### src/rtl/div4_restoring.sv
// div4_restoring: iterative unsigned restoring divider, one quotient bit per cycle.
// Latency: WIDTH cycles from acceptance to out_valid. A result is held in DONE until out_ready.
// Optional macro DIV4_EARLY_OUT_EN: a nonzero divisor larger than the dividend skips the iterations.
module div4_restoring #(
  parameter int WIDTH = 4
) (
  input  logic             clk,
  input  logic             rst,
  input  logic             in_valid,
  output logic             in_ready,
  input  logic [WIDTH-1:0] dividend,
  input  logic [WIDTH-1:0] divisor,
  output logic             out_valid,
  input  logic             out_ready,
  output logic [WIDTH-1:0] quotient,
  output logic [WIDTH-1:0] remainder,
  output logic             div_by_zero
);

  localparam int CNT_W = $clog2(WIDTH + 1);

  typedef enum logic [1:0] {
    S_IDLE = 2'd0,
    S_RUN  = 2'd1,
    S_DONE = 2'd2
  } state_t;

  state_t           state_q;
  logic [WIDTH-1:0] q_sh_q;        // dividend shifts out the top, quotient bits shift in the bottom
  logic [WIDTH-1:0] divisor_q;
  logic [WIDTH-1:0] prem_q;        // partial remainder; its top bit is always zero, so it is not stored
  logic [CNT_W-1:0] cnt_q;
  logic             dbz_q;
`ifdef DIV4_EARLY_OUT_EN
  logic             early_q;
`endif

  logic             in_ready_q;
  logic             out_valid_q;
  logic [WIDTH-1:0] quotient_q;
  logic [WIDTH-1:0] remainder_q;
  logic             div_by_zero_q;

  // Trial operand: partial remainder shifted left with the next dividend bit appended.
  logic [WIDTH:0]   trial_p;
  logic [WIDTH-1:0] trial_d;
  logic             trial_borrow;
  logic [WIDTH-1:0] prem_d;
  logic [WIDTH-1:0] q_sh_d;

  assign trial_p = {prem_q, q_sh_q[WIDTH-1]};

  // WIDTH+1-bit ripple-borrow subtract P - {0, divisor}; the top difference bit is never kept.
  always_comb begin
    logic br;
    logic pb;
    logic sb;
    trial_d = '0;
    br      = 1'b0;
    for (int i = 0; i <= WIDTH; i++) begin
      pb = trial_p[i];
      sb = (i < WIDTH) ? divisor_q[i] : 1'b0;
      if (i < WIDTH) begin
        trial_d[i] = pb ^ sb ^ br;
      end
      br = (~pb & sb) | (~(pb ^ sb) & br);
    end
    trial_borrow = br;
  end

  // Keep the difference when it did not borrow, otherwise restore P; the quotient bit is the inverse borrow.
  always_comb begin
    prem_d = trial_borrow ? trial_p[WIDTH-1:0] : trial_d;
    q_sh_d = {q_sh_q[WIDTH-2:0], ~trial_borrow};
  end

  // Control FSM, datapath registers and registered outputs.
  always_ff @(posedge clk) begin
    if (rst) begin
      state_q       <= S_IDLE;
      q_sh_q        <= '0;
      divisor_q     <= '0;
      prem_q        <= '0;
      cnt_q         <= '0;
      dbz_q         <= 1'b0;
`ifdef DIV4_EARLY_OUT_EN
      early_q       <= 1'b0;
`endif
      in_ready_q    <= 1'b1;
      out_valid_q   <= 1'b0;
      quotient_q    <= '0;
      remainder_q   <= '0;
      div_by_zero_q <= 1'b0;
    end else begin
      case (state_q)
        S_IDLE: begin
          // in_ready_q is high throughout IDLE, so in_valid alone completes the handshake.
          if (in_valid) begin
            q_sh_q     <= dividend;
            divisor_q  <= divisor;
            prem_q     <= '0;
            cnt_q      <= '0;
            dbz_q      <= (divisor == '0);
`ifdef DIV4_EARLY_OUT_EN
            early_q    <= (divisor != '0) && (dividend < divisor);
`endif
            in_ready_q <= 1'b0;
            state_q    <= S_RUN;
          end
        end
        S_RUN: begin
`ifdef DIV4_EARLY_OUT_EN
          if (early_q) begin
            // Divisor exceeds dividend: quotient is zero and the dividend is the remainder.
            quotient_q    <= '0;
            remainder_q   <= q_sh_q;
            div_by_zero_q <= 1'b0;
            out_valid_q   <= 1'b1;
            state_q       <= S_DONE;
          end else
`endif
          begin
            q_sh_q <= q_sh_d;
            prem_q <= prem_d;
            cnt_q  <= cnt_q + 1'b1;
            if (cnt_q == CNT_W'(WIDTH - 1)) begin
              quotient_q    <= q_sh_d;
              remainder_q   <= prem_d;
              div_by_zero_q <= dbz_q;
              out_valid_q   <= 1'b1;
              state_q       <= S_DONE;
            end
          end
        end
        S_DONE: begin
          if (out_ready) begin
            out_valid_q <= 1'b0;
            in_ready_q  <= 1'b1;
            state_q     <= S_IDLE;
          end
        end
        default: begin
          in_ready_q  <= 1'b1;
          out_valid_q <= 1'b0;
          state_q     <= S_IDLE;
        end
      endcase
    end
  end

  assign in_ready    = in_ready_q;
  assign out_valid   = out_valid_q;
  assign quotient    = quotient_q;
  assign remainder   = remainder_q;
  assign div_by_zero = div_by_zero_q;

endmodule
### config.mk
export PLATFORM = sky130hd
export DESIGN_NAME = div4_restoring
export DESIGN_NICKNAME = d
export VERILOG_FILES = /design/src/rtl/div4_restoring.sv
export SDC_FILE = /design/constraint.sdc
export NUM_CORES = 1
export LEC_CHECK = 0
export ABC_AREA = 1
export BUFFER_PORTS_ARGS = -buffer_cell sky130_fd_sc_hd__buf_4
export CAP_MARGIN = 10
export CORE_MARGIN = 3
export CORE_UTILIZATION = 51
export CTS_BUF_LIST = sky130_fd_sc_hd__clkbuf_8
export CTS_CLUSTER_SIZE = 10
export DETAILED_ROUTE_END_ITERATION = 7
export HOLD_SLACK_MARGIN = 0.02
export PLACE_DENSITY = 0.86
export SETUP_SLACK_MARGIN = 0.5
export SLEW_MARGIN = 30
export SYNTH_ARGS = -nofsm -noshare
export SYNTH_HDL_FRONTEND = slang
export SYNTH_SLANG_ARGS = --single-unit
### constraint.sdc
create_clock -name clk -period 2.2 [get_ports clk]
set_input_delay 0.44 -clock clk [delete_from_list [all_inputs] [get_ports clk]]
set_output_delay 0.44 -clock clk [all_outputs]
set_load 0.005 [all_outputs]
=== Yosys cells after proc, flatten, opt, wreduce, memory -nomap -nowiden ===
Index checks and enable logic that the tools add are counted.

* $add $sub $neg: 1
* Multipliers: 0
* Div/mod/pow operators: 0
* $lt $le $gt $ge: 0
* Equality and inequality tests: 6
* Shift-type cells: 0
* Multiplexer cells: 17
* Bitwise operators: 29
* Reduce and logical (&&, ||, !) cells: 9

{| class="wikitable"
|+ Operators with widths
! operator !! count
|-
| 4-bit case mux with 2 select lines || 2
|-
| 4-bit 2-to-1 mux || 3
|-
| 1-bit inverter || 11
|-
| 3-bit AND reduction || 3
|-
| 1-bit bitwise AND || 8
|-
| 1-bit bitwise XOR || 7
|-
| 2-bit 2-to-1 mux || 3
|-
| 2-bit != test, second input constant || 3
|-
| 1-bit case mux with 3 select lines || 2
|-
| 2-bit case mux with 3 select lines || 1
|-
| 3-bit case mux with 2 select lines || 1
|-
| 2-bit AND reduction || 3
|-
| 4-bit logical NOT || 1
|-
| 1-bit 2-to-1 mux || 4
|-
| 3-bit by 1-bit adder with 3-bit output, second input constant || 1
|-
| 3-bit by 2-bit == test with 1-bit output, second input constant || 1
|-
| 3-bit 2-to-1 mux || 1
|-
| 1-bit OR || 3
|-
| 2-bit by 1-bit == test with 1-bit output, second input constant || 1
|-
| 2-bit == test, second input constant || 1
|-
| 2-bit logical NOT || 1
|-
| 2-bit nonzero test || 1
|}

* Flip-flop bits (word level): 29
* Latch bits: 0
* RAM bits: 0
* Bits in read-only memories: 0
* Input bits: 12
* Output and inout port bits: 11
* Memories: 0

=== Longest topological paths before layout ===
* Depth in word-level cells: 11
* Mapped depth: 12
* Mapped depth without buffers: 12

=== Worst setup path before layout ===
No wires, ideal clock.

* Path kind: flip-flop to flip-flop
* Start: register q_sh_q[3]
* End: register q_sh_q[0]
* Setup time: 0.129 ns
* Data arrival time: 1.921 ns
* Path slack: 0.150 ns
* Cell stages (with the launch flop): 13
* Path buffers: 0
* Cells stage by stage: dfxtp_1 -> inv_1 -> ha_1 -> inv_1 -> fa_1 -> fa_1 -> inv_1 -> fa_1 -> nand2_1 -> nand2_1 -> nand2_1 -> nor2_1 -> nor2_1

* Longest elaborated chain between the ends: 11

{| class="wikitable"
|+ RTL lines
! item !! line !! text
|-
| start, declared || 29 || <nowiki>logic [WIDTH-1:0] q_sh_q;</nowiki>
|-
| start signal, assigned || 99 || <nowiki>q_sh_q <= dividend;</nowiki>
|-
| start signal, assigned || 123 || <nowiki>q_sh_q <= q_sh_d;</nowiki>
|-
| 1-bit inverter || 66 || <nowiki>br = (~pb & sb) | (~(pb ^ sb) & br);</nowiki>
|-
| 1-bit bitwise AND (2 in series) || 66 ||
|-
| 1-bit OR || 66 ||
|-
| 1-bit bitwise AND || 66 ||
|-
| 1-bit OR || 66 ||
|-
| 1-bit bitwise AND || 66 ||
|-
| 1-bit OR || 66 ||
|-
| 1-bit bitwise AND || 66 ||
|-
| 1-bit inverter || 74 || <nowiki>q_sh_d = {q_sh_q[WIDTH-2:0], ~trial_borrow};</nowiki>
|-
| 4-bit case mux with 2 select lines || 95 || <nowiki>case (state_q)</nowiki>
|}

Every way passes these cells.
A chain may end at the register's enable or synchronous reset.

=== Worst setup path after layout ===
* Start: register q_sh_q[3]
* End: register prem_q[3]

* Longest elaborated chain between the ends: 11
* Elaborated cells on any way between the ends: 12
* Those cells by class: mux (2); bitwise (10)

{| class="wikitable"
|+ RTL lines
! item !! line !! text
|-
| 1-bit inverter (*) || 66 ||
|-
| 1-bit bitwise AND (*) (2 in series) || 66 ||
|-
| 1-bit OR (*) || 66 ||
|-
| 1-bit bitwise AND (*) || 66 ||
|-
| 1-bit OR (*) || 66 ||
|-
| 1-bit bitwise AND || 66 ||
|-
| 1-bit OR || 66 ||
|-
| 1-bit bitwise AND || 66 ||
|-
| 4-bit 2-to-1 mux (*) || 73 || <nowiki>prem_d = trial_borrow ? trial_p[WIDTH-1:0] : trial_d;</nowiki>
|-
| 4-bit case mux with 2 select lines (*) || 95 ||
|-
| end signal, assigned || 124 || <nowiki>prem_q <= prem_d;</nowiki>
|-
| end, declared || 31 || <nowiki>logic [WIDTH-1:0] prem_q;</nowiki>
|}

Every way passes the cells marked *; elsewhere a longest branch is shown, timed or not.

==> metrics.md <==
| Metric | Value |
|---|---|
| Status | `finished, final reports clean` |
| Grt ovf | `0` |
| DRC viols | `0` |
| Initial antenna violation count | `0` |
| Starting Density | `57.1%` |
| CP max stage cell | `fa_2` |
| Synth area leaders | `dfxtp_1 (43%), nand2_1 (12%), nor2_1 (7.6%)` |
| Final Max Slew Viols | `0` |
| CP max FO | `2` |
| Antenna-violating nets left | `0` |
| Final setup fails | `0` |
| Min-delay src | `divisor[3]` |
| Core area | `0.00234 mm2` |
| Final hold slack | `0.415 ns` |
| Vias in the first global route | `1199` |
| IO Count | `23` |
| Syn Inst Count | `177` |
| Hold path endpoint | `divisor_q[3]` |
| Peak VDD IR | `0.000587 V` |
| Die area | `0.00327 mm2` |
| DRT Wirelength | `3000 um` |
| Post-synthesis sequential area ratio | `43.5%` |
| Total Neg Setup Slack | `0 ns` |
| Part of the cycle the worst path needs | `95.5%` |
| Syn Area/Cell | `7.54 um2` |
| Share of layout cells above drive strength 1 | `27.1%` |
| Chip width | `57.2 um` |
| Area delta synth->final | `23.2%` |
| Rows | `17` |
| First-pass GRT wire length | `5090 um` |
| Startpoint types | `flip-flop` |
| Worst Hold Depth | `3` |
| Filler Cells Inserted | `201` |
| WP data required | `2.42 ns` |
| Clock sinks | `29` |
| Pwr Density | `780 mW/mm2` |
| Clock skew | `0.00544 ns` |
| Flops & latches, synth | `29` |
| Mapped cell area | `0.00134 mm2` |
| Vias | `1196` |
| CP top delay family | `adder cells` |
| Placer congestion estimate | `0.832` |
| Drt pass-1 iters | `4` |
| Cells along the critical path | `inv_2 > ha_4 > inv_2 > fa_2 > fa_2 > inv_2 > fa_2 > nand2_2 > nand3_1 > a21oi_1` |
| Synth cell types | `22` |
| GRT Overall Usage | `20.8%` |
| Initial DRC Count | `43` |
| IO buf count | `22` |
| Wirelength per Cell | `13.0 um` |
| Final critical-path required period | `2.10 ns` |
| Max Clock Freq | `476 MHz` |
| Max_slew headroom | `61.5%` |
| CP Capture Type | `flip-flop` |
| Cell taking the most area after synthesis | `dfxtp_1` |
| Worst Setup Path Type | `reg -> reg` |
| RSZ-0062 raised after global routing | `true` |
| Flop2flop setup slack | `0.1 ns` |
| Via density | `5.18` |
| Clk_lat worst skew | `0.28 ns` |
| WP buf/inv | `3` |
| Worst Hold Class | `in -> reg` |
| Data arrival time of the worst path | `2.32 ns` |
| Crit-path max cell delay | `0.44 ns` |
| Leakage | `0.724 nW` |
| Final Net Count | `220` |
| Clock tree buffer depth | `2` |
| Worst-path clk slew | `0.06 ns` |
| Syn. warnings | `0` |
| Clock buffers created by TritonCTS | `5` |
| Syn_nets | `195` |
| Ant. Diodes | `0` |
| Dpl hpwl | `2120 um` |
| Htree depth | `2` |
| Total Power | `0.00128 W` |
| Reg2Reg Depth | `10` |
| FF-to-FF End | `prem_q[3]` |
| CTS tree | `done` |
| Yosys top cell area share | `43.5%` |
| RR Startpoint | `q_sh_q[3]` |
| Root Buffer Master | `clkbuf_8` |
| Worst Max-Slew Pin Slew | `0.578 ns` |
| Max-Cap Viols | `0` |
| Largest net degree at the start of global routing | `18` |
| Die Y | `57.2 um` |
| Cts hold-fix bufs | `0` |
| Hold Fails Final Rpt | `0` |
-- cell usage in the layout (no fill, tap or decap), drive strengths merged --
cell	n
nand2	43
nor2	30
dfxtp	29
buf	23
inv	20
a21oi	19
o21ai	13
nand3	10
clkbuf	7
fa	3
ha	3
or2	1
and2	1
clkinv	1
-- kinds of logic (layout without fill, tap and decap cells) --
group	after synthesis	in the layout	synth area share [%]
simple gates	85	85	27.3
compound gates	32	32	13.7
flops	29	29	43.5
fa+ha+maj	6	6	7.31
buf+inv	25	51	8.25
-- area by class of cell --
type | count | area, um2 | area share [%]
inverters | 20 | 75.1 | 4.56
multi-input cells | 123 | 681 | 41.4
flip-flops and latches | 29 | 581 | 35.3
repair buffers | 23 | 173 | 10.5
clock inverters | 1 | 5.00 | 0.304
clock buffers | 7 | 96.3 | 5.86
well taps | 28 | 35.0 | 2.13
-- how the worst max path moves through the flow --
| stage | startpoint | to | slack, ns | cells past startpoint |
|---|---|---|---|---|
| detailed placement | q_sh_q[3] | prem_q[3] | 0.12 | 10 |
| floorplan | q_sh_q[3] | prem_q[3] | 0.25 | 10 |
| global placement | q_sh_q[3] | prem_q[3] | 0.23 | 10 |
| CTS | q_sh_q[3] | prem_q[3] | 0.12 | 10 |
| global route | q_sh_q[3] | prem_q[3] | 0.06 | 10 |
| finish | q_sh_q[3] | prem_q[3] | 0.1 | 10 |
-- routing by layer --
metal,routed length (um),track usage [%],up-vias
met5,0,0,-
met4,70,11.9,0
met3,160,7.47,7
met2,1470,33.9,35
met1,1310,23.3,550
li1,-,-,604
-- where the power goes --
group / internal [W] / total [W] / switching [W]
combinational: 0.0000876 / 0.000230 / 0.000142
clock: 0.000282 / 0.000481 / 0.000199
sequential: 0.000551 / 0.000572 / 0.0000208
-- synth_stat cells --
cell type,n
buf_6,2
buf_1,1
a21oi_1,14
o21ai_0,12
and2_0,1
nand2_4,1
fa_1,3
dfxtp_1,29
nor2_1,27
o21ai_2,1
nand2_2,1
nor2_2,1
buf_2,1
clkbuf_1,1
inv_1,19
ha_1,3
nand3_1,10
inv_2,1
a21oi_2,5
nor2_4,2
or2_2,1
nand2_1,41
-- flip-flops by register name, summed over array words and instances (netlist names) --
register / count
dbz_q: 1
div_by_zero: 1
prem_q: 4
out_valid: 1
cnt_q: 3
q_sh_q: 4
quotient: 4
state_q: 2
divisor_q: 4
remainder: 4
in_ready: 1
-- per-stage QoR --
stage	area [um2]	util (%)	setup WS (ns)	instances
floorplan	1370	-	0.254	177
global placement	1530	65.4	0.228	222
detailed placement	1530	65.4	0.116	222
CTS	1650	70.3	0.121	231
global route	1650	70.3	0.0573	231
finish	1650	70.3	0.0982	231
-- timing repair --
item,in CTS,in global routing
buffers inserted,1,0
endpoints found under the setup margin,10,10
gates resized for setup,2,0
pin swaps,1,0
-- worst min-delay path: stages --
cell and delay [ns]:
buf_4 0.08, o21ai_0 0.07, nor2_1 0.08
Power figures use the tool's default switching activity.
